$ cat config.mk
export PLATFORM = sky130hd
export DESIGN_NAME = alu_result_fifo
export DESIGN_NICKNAME = d
export VERILOG_FILES = /design/src/rtl/alu_res_pkg.sv /design/src/rtl/alu_res_mem.sv /design/src/rtl/alu_result_fifo.sv
export SDC_FILE = /design/constraint.sdc
export NUM_CORES = 1
export LEC_CHECK = 0
export ABC_AREA = 1
export ABC_CLOCK_PERIOD_IN_PS = 3700
export CAP_MARGIN = 20
export CORE_ASPECT_RATIO = 1.25
export CORE_MARGIN = 8
export CORE_UTILIZATION = 30
export CTS_CLUSTER_DIAMETER = 30
export DETAILED_ROUTE_END_ITERATION = 6
export GPL_ROUTABILITY_DRIVEN = 0
export GPL_TIMING_DRIVEN = 0
export SLEW_MARGIN = 15
export SYNTH_ARGS = -nofsm -noshare
export SYNTH_HDL_FRONTEND = slang
export SYNTH_SLANG_ARGS = --single-unit
$ cat constraint.sdc
create_clock -name CLK -period 3.7 [get_ports CLK]
set_input_delay 0.74 -clock CLK [delete_from_list [all_inputs] [get_ports CLK]]
set_output_delay 0.74 -clock CLK [all_outputs]
set_load 0.05 [all_outputs]
$ cat src/rtl/alu_res_pkg.sv
// Shared definitions for the ALU result FIFO: unit class codes, the
// flag priority encoder and the field layout of a stored entry.
package alu_res_pkg;

    typedef enum logic [1:0] {
        CLASS_ARITH = 2'b00,
        CLASS_LOGIC = 2'b01,
        CLASS_CMP   = 2'b10,
        CLASS_SHIFT = 2'b11
    } res_class_t;

    localparam int CLASS_W  = 2;
    localparam int CARRY_W  = 1;
    localparam int DATA_LSB = 0;

    // Entry layout, LSB first: data | carry | class (| parity on top when enabled).
    function automatic int carry_pos(input int arith_width);
        return arith_width;
    endfunction

    function automatic int class_lsb(input int arith_width);
        return arith_width + CARRY_W;
    endfunction

    function automatic int payload_width(input int arith_width);
        return arith_width + CARRY_W + CLASS_W;
    endfunction

    // flags = {arith, logic, cmp, shift}; highest priority wins.
    function automatic res_class_t prio_class(input logic [3:0] flags);
        if (flags[3])      return CLASS_ARITH;
        else if (flags[2]) return CLASS_LOGIC;
        else if (flags[1]) return CLASS_CMP;
        else if (flags[0]) return CLASS_SHIFT;
        else               return CLASS_ARITH;
    endfunction

    function automatic logic multi_flag(input logic [3:0] flags);
        return (flags & (flags - 4'd1)) != 4'd0;
    endfunction

endpackage

$ cat src/rtl/alu_res_mem.sv
// Entry storage for the ALU result FIFO: register array with one
// synchronous write port and one asynchronous read port; no reset needed.
module alu_res_mem #(
    parameter int DEPTH = 4,
    parameter int WIDTH = 35
) (
    input  logic                     CLK,
    input  logic                     we,
    input  logic [$clog2(DEPTH)-1:0] waddr,
    input  logic [WIDTH-1:0]         wdata,
    input  logic [$clog2(DEPTH)-1:0] raddr,
    output logic [WIDTH-1:0]         rdata
);

    logic [WIDTH-1:0] mem [DEPTH];

    always_ff @(posedge CLK) begin
        if (we) mem[waddr] <= wdata;
    end

    assign rdata = mem[raddr];

endmodule

$ cat src/rtl/alu_result_fifo.sv
// Show-ahead FIFO collecting results from four ALU units with sticky error flags.
// Optional per-entry even parity and RES_PARITY output under `ALU_RES_PARITY_EN.
module alu_result_fifo
    import alu_res_pkg::*;
#(
    parameter int DEPTH       = 4,
    parameter int ARITH_WIDTH = 32,
    parameter int LOGIC_WIDTH = 16,
    parameter int CMP_WIDTH   = 16,
    parameter int SHIFT_WIDTH = 16
) (
    input  logic                     CLK,
    input  logic                     RST,
    input  logic [ARITH_WIDTH-1:0]   Arith_OUT,
    input  logic                     Carry_OUT,
    input  logic                     Arith_Flag,
    input  logic [LOGIC_WIDTH-1:0]   Logic_OUT,
    input  logic                     Logic_Flag,
    input  logic [CMP_WIDTH-1:0]     CMP_OUT,
    input  logic                     CMP_Flag,
    input  logic [SHIFT_WIDTH-1:0]   Shift_OUT,
    input  logic                     Shift_Flag,
    input  logic                     RES_READY,
    input  logic                     CLR_ERR,
    output logic                     RES_VALID,
    output logic [ARITH_WIDTH-1:0]   RES_DATA,
    output logic [1:0]               RES_CLASS,
    output logic                     RES_CARRY,
    output logic                     FULL,
    output logic                     EMPTY,
    output logic [$clog2(DEPTH):0]   COUNT,
    output logic                     OVF_ERR,
    output logic                     MULTI_ERR
`ifdef ALU_RES_PARITY_EN
    ,
    output logic                     RES_PARITY
`endif
);

    localparam int AW        = $clog2(DEPTH);
    localparam int CW        = AW + 1;
    localparam int CARRY_POS = carry_pos(ARITH_WIDTH);
    localparam int CLASS_LSB = class_lsb(ARITH_WIDTH);
    localparam int PAYLOAD_W = payload_width(ARITH_WIDTH);
`ifdef ALU_RES_PARITY_EN
    localparam int ENTRY_W   = PAYLOAD_W + 1;
`else
    localparam int ENTRY_W   = PAYLOAD_W;
`endif

    if ((DEPTH < 2) || ((DEPTH & (DEPTH - 1)) != 0)) begin : g_bad_depth
        $error("alu_result_fifo: DEPTH must be a power of two and at least 2");
    end
    if ((LOGIC_WIDTH > ARITH_WIDTH) || (CMP_WIDTH > ARITH_WIDTH) ||
        (SHIFT_WIDTH > ARITH_WIDTH)) begin : g_bad_width
        $error("alu_result_fifo: unit widths must not exceed ARITH_WIDTH");
    end

    logic [3:0]             flags;
    res_class_t             sel_class;
    logic [ARITH_WIDTH-1:0] sel_data;
    logic                   sel_carry;
    logic [PAYLOAD_W-1:0]   wr_payload;
    logic [ENTRY_W-1:0]     wr_entry;
    logic [ENTRY_W-1:0]     rd_entry;

    logic [AW-1:0]          wr_ptr;
    logic [AW-1:0]          rd_ptr;
    logic [CW-1:0]          count;
    logic                   full;
    logic                   empty;
    logic                   push_req;
    logic                   pop;
    logic                   push_ok;
    logic                   ovf_evt;
    logic                   multi_evt;

    assign flags = {Arith_Flag, Logic_Flag, CMP_Flag, Shift_Flag};

    always_comb begin
        sel_class = prio_class(flags);
        sel_data  = '0;
        sel_carry = 1'b0;
        case (sel_class)
            CLASS_ARITH: begin
                sel_data  = Arith_OUT;
                sel_carry = Carry_OUT;
            end
            CLASS_LOGIC: sel_data = ARITH_WIDTH'(Logic_OUT);
            CLASS_CMP:   sel_data = ARITH_WIDTH'(CMP_OUT);
            CLASS_SHIFT: sel_data = ARITH_WIDTH'(Shift_OUT);
            default:     sel_data = '0;
        endcase
    end

    assign wr_payload = {sel_class, sel_carry, sel_data};
`ifdef ALU_RES_PARITY_EN
    assign wr_entry = {^wr_payload, wr_payload};
`else
    assign wr_entry = wr_payload;
`endif

    assign full      = (count == CW'(DEPTH));
    assign empty     = (count == '0);
    assign push_req  = |flags;
    assign pop       = !empty && RES_READY;
    // A full FIFO still takes a new entry when the head leaves in the same cycle.
    assign push_ok   = push_req && (!full || pop);
    assign ovf_evt   = push_req && full && !pop;
    assign multi_evt = multi_flag(flags);

    alu_res_mem #(
        .DEPTH (DEPTH),
        .WIDTH (ENTRY_W)
    ) u_mem (
        .CLK   (CLK),
        .we    (push_ok && !RST),
        .waddr (wr_ptr),
        .wdata (wr_entry),
        .raddr (rd_ptr),
        .rdata (rd_entry)
    );

    always_ff @(posedge CLK) begin
        if (RST) begin
            wr_ptr    <= '0;
            rd_ptr    <= '0;
            count     <= '0;
            OVF_ERR   <= 1'b0;
            MULTI_ERR <= 1'b0;
        end else begin
            if (push_ok) wr_ptr <= wr_ptr + AW'(1);
            if (pop)     rd_ptr <= rd_ptr + AW'(1);
            case ({push_ok, pop})
                2'b10:   count <= count + CW'(1);
                2'b01:   count <= count - CW'(1);
                default: count <= count;
            endcase
            // A new error event outranks a clear in the same cycle.
            OVF_ERR   <= ovf_evt   || (OVF_ERR   && !CLR_ERR);
            MULTI_ERR <= multi_evt || (MULTI_ERR && !CLR_ERR);
        end
    end

    assign COUNT     = count;
    assign FULL      = full;
    assign EMPTY     = empty;
    assign RES_VALID = !empty;
    assign RES_DATA  = empty ? '0   : rd_entry[ARITH_WIDTH-1:0];
    assign RES_CARRY = empty ? 1'b0 : rd_entry[CARRY_POS];
    assign RES_CLASS = empty ? 2'b0 : rd_entry[CLASS_LSB +: CLASS_W];
`ifdef ALU_RES_PARITY_EN
    assign RES_PARITY = (empty || RST) ? 1'b0 : rd_entry[ENTRY_W-1];
`endif

endmodule

# After elaboration in Yosys (flattened, before gate mapping)

Memory sizes are Yosys's and may differ from the RTL's. A register that Yosys moved wholly into a read port is not among the register bits.
Index checks and enable logic that the tools add are counted.
W data, S select, Z words.

Register bits after elaboration: 9
RAM bits: 140
Input port bits: 89
Output and inout bits: 43
Word-level logic and storage cells: 52
Memories kept: 1

Memory list:

| name      | words | bits a word | rd ports | clocked after memory_dff | write ports | RTL line          | source |
|---|---|---|---|---|---|---|---|
| u_mem.mem | 4     | 35          | 1        | 1                        | 1           | alu_res_mem.sv:15 | `logic [WIDTH-1:0] mem [DEPTH];` |

$add $sub $neg: 5
Equality and inequality tests: 6
Mux-type cells: 14
Bitwise gates (word level): 1
Reduce and logical (&&, ||, !) cells: 20

Operator list:

| cell                  | count |
|---|---|
| $pmux W32 S4          | 1 |
| $mux W32              | 1 |
| $mux W2               | 7 |
| $logic_and A1 B1 Y1   | 7 |
| $eq A2 B2 Y1 const B  | 3 |
| $pmux W3 S2           | 1 |
| $logic_not A1 Y1      | 5 |
| $add A2 B1 Y2 const B | 2 |
| $and A4 B4 Y4         | 1 |
| $eq A2 B1 Y1 const B  | 2 |
| $mux W1               | 4 |
| $reduce_bool A4 Y1    | 1 |
| $reduce_or A4 Y1      | 1 |
| $sub A4 B1 Y4 const B | 1 |
| $add A3 B1 Y3 const B | 1 |
| $eq A3 B3 Y1 const B  | 1 |
| $logic_not A3 Y1      | 1 |
| $logic_or A1 B1 Y1    | 3 |
| $sub A3 B1 Y3 const B | 1 |
| $logic_not A2 Y1      | 1 |
| $reduce_bool A2 Y1    | 1 |

# Depth between registers and ports, before layout

Depth in word-level cells: 8
Gate-level depth with buffers: 10

# Hierarchy

A second synthesis with hierarchy kept.

Cell total of the unflattened synthesis: 832
Area total of the unflattened synthesis: 7367.1 um2

By module, submodules not included:

| module          | instances | cells each | area each (um2) |
|---|---|---|---|
| alu_res_mem     | 1         | 556        | 5963.2 |
| alu_result_fifo | 1         | 276        | 1403.8 |

# Worst setup path before layout

No wires, ideal clock.

Path type: flip-flop to output port
From: register count[0] (netlist: COUNT[0])
To: output port RES_CLASS[0]
Data arrival time: 2.617 ns
Required time: 2.960 ns
Slack: 0.343 ns
Cell stages (with the launch flop): 6
Cell sequence: dfxtp_1 > nor2_1 > nand2_1 > clkinv_1 > buf_2 > a21oi_1

Word-level cells in the longest chain between the ends: 2

Ends and longest elaborated chain:

| item                   | RTL line               | source |
|---|---|---|
| start, declared        | alu_result_fifo.sv:69  | `logic [CW-1:0] count;` |
| start signal, assigned | alu_result_fifo.sv:135 | `2'b10: count <= count + CW'(1);` |
| start signal, assigned | alu_result_fifo.sv:136 | `2'b01: count <= count - CW'(1);` |
| start signal, assigned | alu_result_fifo.sv:137 | `default: count <= count;` |
| $logic_not A3 Y1       | alu_result_fifo.sv:104 | `assign empty = (count == '0);` |
| named net EMPTY        | alu_result_fifo.sv:30  | `output logic EMPTY,` |
| $mux W2                | alu_result_fifo.sv:151 | `assign RES_CLASS = empty ? 2'b0 : rd_entry[CLASS_LSB +: CLASS_W];` |
| end, declared          | alu_result_fifo.sv:27  | `output logic [1:0] RES_CLASS,` |

The timed path passes the listed nets, and every way through them passes these cells.

==> impl_metrics.json <==
{
  "peakVddDrop_mv": 0.390,
  "yosysTopAreaCell": "edfxtp_1",
  "clkSlewWorstSetupHoldPaths_ns": 0.06,
  "clock_skew_ns": 0.0120,
  "fin_crit_sh": 0.953,
  "cts_root_buffer": "clkbuf_16",
  "yosys_register_bits": 151,
  "reg2reg_to": "u_mem.mem[2][12]$_DFFE_PP_",
  "grt_overflow_total": 0,
  "hold_start": "rd_ptr[0]$_SDFFE_PP0P_",
  "startpoint_type": "flip-flop",
  "yosysSeqAreaShare": 0.675,
  "grt_pass1_wl_um": 27800,
  "die_w_um": 148,
  "hold_class": "flip-flop to flip-flop",
  "clockBufferDepth": 2,
  "antenna_found_initial": 0,
  "slew_viol_final": 0,
  "rows": 60,
  "syn2layout_area_growth_pct": 36.0,
  "path_delay_family": "buffers and inverters",
  "fp.dieH_um": 181,
  "fmax_mhz": 284,
  "diodes": 0,
  "synth_area_leaders": "edfxtp_1, nor2_1, o21ai_0",
  "synth_cell_type_count": 22,
  "grt_max_degree": 24,
  "hold_viol_final": 0,
  "synthesis.area_um2": 6550,
  "layout-drive-gt1-share": 0.0804,
  "setup_viol": 0,
  "end_kind": "output port",
  "path_class": "flip-flop to output port",
  "syn_inst": 629,
  "synth-xor-area-share": 0,
  "cap_viol_max_count": 0,
  "initial_core_util": 0.305,
  "layout_min_cycle_time_ns": 3.52,
  "layoutNonFillerInstCount": 1075,
  "antenna_left": 0,
  "synth_compound_area_frac": 0.0970,
  "core_um2": 21500,
  "cp_cell_sequence": "buf_2 -> clkbuf_1 -> nor2_1 -> nor2_1 -> o21ai_0 -> a21oi_1 -> clkdlybuf4s50_1",
  "drt_drc_violations_left": 0,
  "pin_count": 132,
  "cts_tree": "yes",
  "status": "finished, final reports clean",
  "die_area_um2": 26900,
  "final_util": 0.415,
  "power_density_nw_per_um2": 697,
  "vias": 4966,
  "synth_top_area_share": 0.642,
  "dp_cells": 1043,
  "clock-sinks": 151,
  "tightestPinTransition_ns": 0.723,
  "numPortBuffers": 131,
  "syn_avg_cell_area_um2": 10.4,
  "whs_endpoint": "rd_ptr[0]$_SDFFE_PP0P_",
  "timing.slew.headroom": 0.517,
  "yosys.area_share.simple": 0.168,
  "hold_slack_ns": 0.482,
  "routedWlPerCell_um": 17.0,
  "rsz0062_at_grt": "no",
  "cp_slowest_cell": "clkdlybuf4s50_1",
  "drtPass1Iterations": 5,
  "dp_hpwl_um": 12800,
  "min_path_cells": 1,
  "reg2reg_from": "COUNT[1]$_SDFFE_PP0P_",
  "synthMuxAreaShare": 0,
  "cp_common_cell": "nor2_1",
  "dpl_cell_area_um2": 8340,
  "path_buf_inv": 3,
  "clk_latency_ns": 0.42,
  "grt_util_all_layers": 0.136,
  "viasPerCell": 4.62,
  "htreeDepth": 4,
  "reg2reg_setup_slack_ns": 1.43,
  "finalPower_mw": 6.21,
  "post_cts_buffers": 0,
  "postRouteWirelength_um": 18200,
  "drt-initial-drc-count": 356,
  "critPathMaxStageDelay_ns": 0.85,
  "nets": 877,
  "worstPathRequired_ns": 2.96,
  "ys_warn_count": 0,
  "ctsHoldBuffers": 0,
  "worstRegToRegCells": 7,
  "p_leak_nw": 3.27,
  "syn_nets": 723,
  "first_global_vias": 5125,
  "arrival_ns": 2.78,
  "synthAdderAreaFrac": 0.0107,
  "cts_buffers": 17,
  "synth_top_family_by_area": "simple AND/OR/NAND/NOR gates",
  "fin_area_um2": 8910,
  "crit_fanout": 10
}
==> routing by layer <==
metal | share of wire | global-route usage | up-vias
li1 | - | - | 2469
met1 | 0.41 | 0.150 | 2354
met2 | 0.52 | 0.245 | 129
met3 | 0.052 | 0.0363 | 14
met4 | 0.014 | 0.0478 | 0
met5 | 0 | 0 | -
==> stage by stage <==
step                setup TNS (ns)  worst slack (ns)
global route                     0           0.00105
finish                           0             0.175
global placement           -170.29             -1.29
floorplan                        0             0.343
detailed placement               0             0.423
CTS                              0            0.0766
==> synth_stat cells (all sizes together) <==
| cell | n |
|---|---|
| nor2 | 169 |
| nand3 | 22 |
| a21oi | 45 |
| inv | 42 |
| o21ai | 75 |
| clkbuf | 13 |
| nand4 | 17 |
| fa | 1 |
| buf | 19 |
| dfxtp | 11 |
| clkinv | 2 |
| a31oi | 2 |
| a21boi | 1 |
| nand2 | 66 |
| edfxtp | 140 |
| ha | 4 |
==> flip-flops by register name, summed over array words and instances (netlist names), named ones only <==
signal	flops
OVF_ERR	1
rd_ptr	2
u_mem.mem	140
MULTI_ERR	1
wr_ptr	2
COUNT	3
==> report_power, final <==
part | total, mW | switching, mW | internal (mW)
clock network | 1.63 | 0.674 | 0.957
registers | 2.09 | 0.0437 | 2.04
logic | 2.49 | 1.74 | 0.751
==> kinds of logic after synthesis <==
group	count (synthesis)
AO/OA/AOI/OAI	123
adder cells (fa/ha/maj)	5
buffers and inverters	76
flip-flops	151
AND/OR/NAND/NOR	274
==> cell usage in the layout, fill, tap and decap left out, drive strengths merged <==
cell type / Yosys / routed
a21boi: 1 / 1
dfxtp: 11 / 11
clkbuf: 13 / 35
ha: 4 / 4
a21oi: 45 / 45
fa: 1 / 1
clkdlybuf4s50: 0 / 129
o21ai: 75 / 75
buf: 19 / 23
a31oi: 2 / 2
clkinv: 2 / 6
inv: 42 / 48
dlymetal6s2s: 0 / 2
edfxtp: 140 / 140
nand3: 22 / 22
nand4: 17 / 17
nand2: 66 / 66
nor2: 169 / 169
==> layout make-up <==
type / instances / area (um2)
buffer: 32 / 156
clock buffer: 22 / 497
clock inverter: 10 / 63.8
fill: 2086 / 12600
inverter: 44 / 165
multi-input combinational: 402 / 1840
sequential: 151 / 4420
tap: 279 / 349
timing repair buffer: 135 / 1420
==> worst max path at each step <==
stage | from | endpoint | slack, ns | cells after the start
2_1_floorplan | COUNT[0]$_SDFFE_PP0P_ | RES_CLASS[0] | 0.34 | 5
3_3_place_gp | CMP_Flag | u_mem.mem[3][20]$_DFFE_PP_ | -1.29 | 5
3_5_place_dp | CMP_Flag | u_mem.mem[2][20]$_DFFE_PP_ | 0.42 | 6
4_1_cts | flip-flop | RES_DATA[3] | 0.08 | 7
5_1_grt | flip-flop | RES_DATA[30] | 0.001 | 7
6_report | flip-flop | RES_CLASS[0] | 0.18 | 7
==> what timing repair did <==
action                     in CTS  in global routing
resized for setup               0                  4
setup endpoints to repair       0                  2
hold endpoints to repair        0                  0
Power figures use the tool's default switching activity.
